===== src/rtl/baud_gen_frac.sv =====
// Fractional baud generator: oversample, mid-bit and end-of-bit ticks from an integer+fraction divisor.
// Latency: ticks are a same-cycle decode of the registered cycle counter; div_err is registered (one cycle).
// Backpressure: none; enable freezes all state, and load/restart act in the cycle they are seen.
module baud_gen_frac #(
  parameter int INT_W    = 16,
  parameter int FRAC_W   = 4,
  parameter int OVS      = 16,
  parameter int DEF_INT  = 163,
  parameter int DEF_FRAC = 0
) (
  input  logic              clk,
  input  logic              resetn,
  input  logic              enable,
  input  logic [INT_W-1:0]  div_int,
  input  logic [FRAC_W-1:0] div_frac,
  input  logic              div_load,
  input  logic              restart,
  output logic              tick_os,
  output logic              tick_mid,
  output logic              tick_bit,
  output logic              div_err
);

  // One extra bit so that last = div_int_q - 1 + ext never overflows at the top divisor.
  localparam int CNT_W = INT_W + 1;
  // OVS is a power of two, so os_cnt wraps naturally at OVS.
  localparam int OS_W  = $clog2(OVS);

  localparam logic [INT_W-1:0]  DEF_INT_V  = INT_W'(DEF_INT);
  localparam logic [FRAC_W-1:0] DEF_FRAC_V = FRAC_W'(DEF_FRAC);
  localparam logic [INT_W-1:0]  MIN_DIV    = INT_W'(2);
  localparam logic [OS_W-1:0]   OS_LAST    = OS_W'(OVS - 1);
  localparam logic [OS_W-1:0]   OS_MID     = OS_W'(OVS / 2 - 1);

  // Active divisor
  logic [INT_W-1:0]  div_int_q;
  logic [FRAC_W-1:0] div_frac_q;

  // Phase state
  logic [CNT_W-1:0]  cnt;
  logic [CNT_W-1:0]  last;
  logic [FRAC_W-1:0] acc;
  logic              ext;
  logic [OS_W-1:0]   os_cnt;
  logic              div_err_q;

  // Decoded controls
  logic              load_ok;
  logic              load_bad;
  logic              clear;
  logic              period_end;
  logic              os_fire;
  logic [FRAC_W:0]   frac_sum;

  // A divisor below 2 would give a period of 0 or 1 cycles, which the
  // counter cannot represent, so such a load is refused and flagged.
  assign load_ok  = div_load && (div_int >= MIN_DIV);
  assign load_bad = div_load && !load_ok;

  // Both an accepted load and a restart realign phase; a refused load does not.
  assign clear = load_ok || restart;

  // A period lasts div_int_q cycles, stretched by one when the previous
  // fractional accumulation carried.
  assign last       = {1'b0, div_int_q} - CNT_W'(1) + {{INT_W{1'b0}}, ext};
  assign period_end = (cnt == last);

  // Internal tick: used to advance state. The outputs additionally gate on
  // resetn so nothing escapes while reset is held, independent of flop state.
  assign os_fire = enable && !clear && period_end;

  assign tick_os  = resetn && os_fire;
  assign tick_bit = resetn && os_fire && (os_cnt == OS_LAST);
  assign tick_mid = resetn && os_fire && (os_cnt == OS_MID);
  assign div_err  = div_err_q;

  // Carry out of the fractional add decides whether the next period is stretched.
  assign frac_sum = {1'b0, acc} + {1'b0, div_frac_q};

  // Active divisor: replaced only by an accepted load, restored to defaults by reset.
  always_ff @(posedge clk or negedge resetn) begin
    if (!resetn) begin
      div_int_q  <= DEF_INT_V;
      div_frac_q <= DEF_FRAC_V;
    end else if (load_ok) begin
      div_int_q  <= div_int;
      div_frac_q <= div_frac;
    end
  end

  // Cycle counter: runs 0..last while enabled, wraps on the oversample tick.
  always_ff @(posedge clk or negedge resetn) begin
    if (!resetn) begin
      cnt <= '0;
    end else if (clear) begin
      cnt <= '0;
    end else if (enable) begin
      if (period_end) begin
        cnt <= '0;
      end else begin
        cnt <= cnt + CNT_W'(1);
      end
    end
  end

  // Fractional accumulator: advances once per oversample period; a clear
  // zeroes ext so the first period after it is exactly div_int_q cycles.
  always_ff @(posedge clk or negedge resetn) begin
    if (!resetn) begin
      acc <= '0;
      ext <= 1'b0;
    end else if (clear) begin
      acc <= '0;
      ext <= 1'b0;
    end else if (os_fire) begin
      acc <= frac_sum[FRAC_W-1:0];
      ext <= frac_sum[FRAC_W];
    end
  end

  // Oversample counter: position within the current bit, modulo OVS.
  always_ff @(posedge clk or negedge resetn) begin
    if (!resetn) begin
      os_cnt <= '0;
    end else if (clear) begin
      os_cnt <= '0;
    end else if (os_fire) begin
      os_cnt <= os_cnt + OS_W'(1);
    end
  end

  // Refused-load flag: a single-cycle pulse in the cycle after the attempt.
  always_ff @(posedge clk or negedge resetn) begin
    if (!resetn) begin
      div_err_q <= 1'b0;
    end else begin
      div_err_q <= load_bad;
    end
  end

  // Tick relationships the TX/RX shifters rely on.
  a_bit_is_os: assert property (@(posedge clk) tick_bit |-> tick_os);
  a_mid_bit_excl: assert property (@(posedge clk) !(tick_mid && tick_bit));
  a_quiet_in_reset: assert property (@(posedge clk) !resetn |-> !(tick_os || tick_mid || tick_bit));

endmodule


===== config.mk =====
export PLATFORM = sky130hd
export DESIGN_NAME = baud_gen_frac
export DESIGN_NICKNAME = d
export VERILOG_FILES = /design/src/rtl/baud_gen_frac.sv
export SDC_FILE = /design/constraint.sdc
export NUM_CORES = 1
export LEC_CHECK = 0
export BUFFER_PORTS_ARGS = -buffer_cell sky130_fd_sc_hd__buf_2
export CORE_ASPECT_RATIO = 0.75
export CORE_MARGIN = 8
export CORE_UTILIZATION = 50
export DETAILED_ROUTE_END_ITERATION = 6
export PLACE_DENSITY = 0.69
export SYNTH_ARGS = -nofsm -noshare
export SYNTH_HDL_FRONTEND = slang
export SYNTH_SLANG_ARGS = --single-unit

===== constraint.sdc =====
create_clock -name clk -period 3.7 [get_ports clk]
set_clock_uncertainty 0.15 [all_clocks]
set_input_delay 0.37 -clock clk [delete_from_list [all_inputs] [get_ports clk]]
set_output_delay 0.37 -clock clk [all_outputs]
set_load 0.05 [all_outputs]

==> results.txt <==
Status -> finished clean
Internal power -> 766 µW
WL per Instance -> 17.1 µm
Syn nets -> 342
Max Freq -> 282 MHz
Slew Viols, Final -> 0
Critical Path Fanout Max -> 6
Gate power share -> 0.183
Vias/cell -> 5.79
CTS tree -> built
Critical path arrival -> 3.03 ns
Pre-Repair DR Iteration Count -> 4
Core area -> 5800 µm²
Root Buffer -> clkbuf_8
Initial antenna violation count -> 0
Yosys cell types -> 54
Total CTS buffers -> 5
Slew @ Worst Pin -> 0.593 ns
Critical Path, Cell by Cell -> inv_1 -> ha_4 -> or4b_4 -> or3_4 -> mux2_4 -> a211oi_2 -> nor3b_2 -> nand4b_1 -> inv_1 -> buf_2
CP peak stage delay -> 0.50 ns
Power Density -> 317 nW/µm²
Crit path kind -> flip-flop to output port
WP buf/inv -> 3
Share of the clock period used by the worst path -> 0.959
Hold Path Class -> input port to async pin
Drc violations -> 0
Global-route usage over all layers -> 0.162
Area of the multi-input gates -> 1800 µm²
Async S/R FF share, synth -> 1.00
PortBufs -> 28
Reg area -> 1180 µm²
Clock insertion delay at the later pin of the skew report -> 0.31 ns
Sequential area share after synthesis -> 0.395
Max-cap violations -> 0
Count of non-filler cells in the finished layout -> 416
Slew HR -> 0.605
I/O pins -> 29
Starting Density -> 0.516
Main combinational cell family by area after synthesis -> simple AND/OR/NAND/NOR gates
Placer Congestion -> 0.909
CP max stage cell -> or4b_4
Clock Sinks -> 47
Tot Pwr -> 1.09 mW
Most used cell, CP -> inv_1
Setup-failing EPs final -> 0
Die footprint -> 8730 µm²
R2R depth -> 10
Clk pwr share -> 0.297
# diodes -> 0
CTS clock-pin slew for the worst setup and hold paths -> 0.10 ns
Post-Syn Area -> 2990 µm²
Hpwl dp -> 5240 µm
Leak -> 1.44 nW
Post-DRT Antenna Nets -> 0
Seq pwr share -> 0.520
Share of cells above drive strength 1 -> 0.272
First-pass GRT wire length -> 11,700 µm
Final hold viol count -> 0
Via count -> 2,410
CP Capture Type -> output port
Post-Place Cells -> 405
Vias in the first global route -> 2,306
Synth warn -> 0
Overflow after GRT -> 0
Post-Synth Simple-Gate Area -> 0.260
Post-CTS Hold Fix Bufs -> 0
Fillcell total -> 512
Flop and latch count out of synthesis -> 47
Mapped Cells -> 308
Largest net degree at the start of global routing -> 48
Switching Share -> 0.297
Ys flop type -> dfrtp_1
Synth-to-layout area growth -> 14.8%
Die Y -> 83.0 µm
Startpoint types -> flip-flop
WP depth -> 10
VDD IR-drop max -> 205 µV
Required @ worst endpoint -> 3.18 ns
Final nets -> 371
Routed WL -> 7100 µm
Mux cell area share after synthesis -> 0.101
DRT iter0 DRCs -> 142
Clock Path Buffers -> 2
Cell family with most CP delay -> simple AND/OR/NAND/NOR gates
Syn_area_per_cell -> 9.70 µm²
Sum Neg Setup Slack -> 0 ns
EDFF count, synth -> 0
Post-synthesis adder-cell area fraction -> 0.0402
XOR/XNOR share of the synthesized area -> 0.0996
CTS H-tree lvls -> 2
Net Sw Power -> 323 µW
Compound-Gate Fraction of Synth Area -> 0.0670
Die Wd -> 105 µm
Row Count -> 24
Minimum clock period -> 3.55 ns
-- cells in the mapped netlist (all sizes together) (2+ instances only) --
library cell | n | area, µm²
inv | 8 | 30.0
nor3 | 22 | 110
xnor2 | 17 | 149
xor2 | 17 | 149
nand4 | 9 | 56.3
o21ai | 10 | 50.1
nor2 | 10 | 37.5
a21oi | 4 | 23.8
nand3 | 9 | 45.0
or3 | 4 | 30.0
buf | 4 | 31.3
dfstp | 4 | 105
nand2 | 30 | 113
and4 | 2 | 17.5
nor4 | 11 | 75.1
nand2b | 3 | 18.8
nor2b | 8 | 50.1
and3 | 6 | 37.5
nand3b | 4 | 30.0
mux2i | 10 | 100
o311ai | 2 | 17.5
o31ai | 2 | 15.0
a31oi | 2 | 12.5
nor3b | 2 | 15.0
ha | 8 | 100
and2 | 2 | 12.5
dfrtp | 43 | 1080
or2 | 3 | 18.8
mux2 | 18 | 203
or4 | 4 | 41.3
a21boi | 2 | 15.0
clkbuf | 13 | 48.8
-- final timing paths --
kind                       slack (ns)             to           from
setup / recovery                 0.15        tick_os   div_int_q[0]
hold / removal                   0.02      os_cnt[0]         resetn
setup reg to reg                 0.46      os_cnt[1]   div_int_q[0]
hold reg to reg                  0.38  div_frac_q[3]  div_frac_q[3]
max in group asynchronous        2.97        cnt[13]         resetn
min in group clk                 0.13  div_frac_q[1]    div_frac[1]
-- worst reg2reg max path, delay by kind of cell (launching register included) --
kind / cells / cell delay (ns)
AND/OR/NAND/NOR: 3 / 1.49
AO/OA/AOI/OAI: 3 / 0.54
flip-flops: 1 / 0.38
buffers and inverters: 2 / 0.27
multiplexers: 1 / 0.16
adder cells (fa/ha/maj): 1 / 0.15
-- power groups by stage --
stage | combinational [mW] | clock, mW | sequential [mW]
floorplan | 0.121 | 0 | 0.567
global placement | 0.175 | 0 | 0.574
detailed placement | 0.179 | 0 | 0.574
CTS | 0.186 | 0.331 | 0.566
global route | 0.220 | 0.351 | 0.570
finish | 0.199 | 0.323 | 0.567
-- layout by cell type (no fill, tap or decap), drive strengths merged, types with 5 or more instances in the layout --
| cell type | instances |
|---|---|
| ha | 8 |
| dfrtp | 43 |
| mux2 | 18 |
| and3 | 6 |
| xor2 | 17 |
| xnor2 | 17 |
| clkbuf | 5 |
| buf | 39 |
| nand2 | 30 |
| nand4 | 9 |
| nor2 | 10 |
| nand3 | 9 |
| nor2b | 8 |
| mux2i | 10 |
| inv | 9 |
| nor4 | 11 |
| o21ai | 10 |
| nor3 | 22 |
-- registers in the layout, summed over array words and instances, names as in the netlist --
signal and count:
acc 4, cnt 17, div_err 1, div_frac_q 4
div_int_q 16, ext 1, os_cnt 4
-- per-stage QoR --
step / hold slack [ns] / util / setup WS (ns) / instance area [µm²]
5_1_grt: 0.0791 / 0.592 / -0.00805 / 3430
6_report: 0.0185 / 0.592 / 0.150 / 3430
3_5_place_dp: 0.365 / 0.553 / 0.173 / 3210
3_3_place_gp: 0.351 / 0.553 / 0.277 / 3210
4_1_cts: 0.0483 / 0.576 / 0.0195 / 3340
2_1_floorplan: -0.0756 / - / -0.207 / 2990
-- cell families after synthesis --
logic type / after synthesis
buffers and inverters: 25
flip-flops: 47
multiplexers: 28
AND/OR/NAND/NOR: 135
AO/OA/AOI/OAI: 30
adder cells (fa/ha/maj): 9
XOR/XNOR: 34
-- per-layer routing --
layer  global-route usage  part of all wire
met1                0.242              0.50
met2                0.226              0.41
met3               0.0440             0.075
met4               0.0284            0.0090
met5                    0                 0
-- layout make-up --
cell class / instances / area share
well taps: 78 / 0.0284
multi-input cells: 236 / 0.523
repair buffers: 39 / 0.0685
inverters: 8 / 0.00875
clock buffers: 5 / 0.0201
clock inverters: 3 / 0.00693
flip-flops and latches: 47 / 0.344
-- repair_timing --
action / 4_1_cts / 5_1_grt
endpoints found under the hold margin: 0 / 0
resized for setup: 9 / 17
setup endpoints to repair: 3 / 3
buffers inserted: 0 / 3
pin swaps: 2 / 10
(Power assumes the default switching activity.)
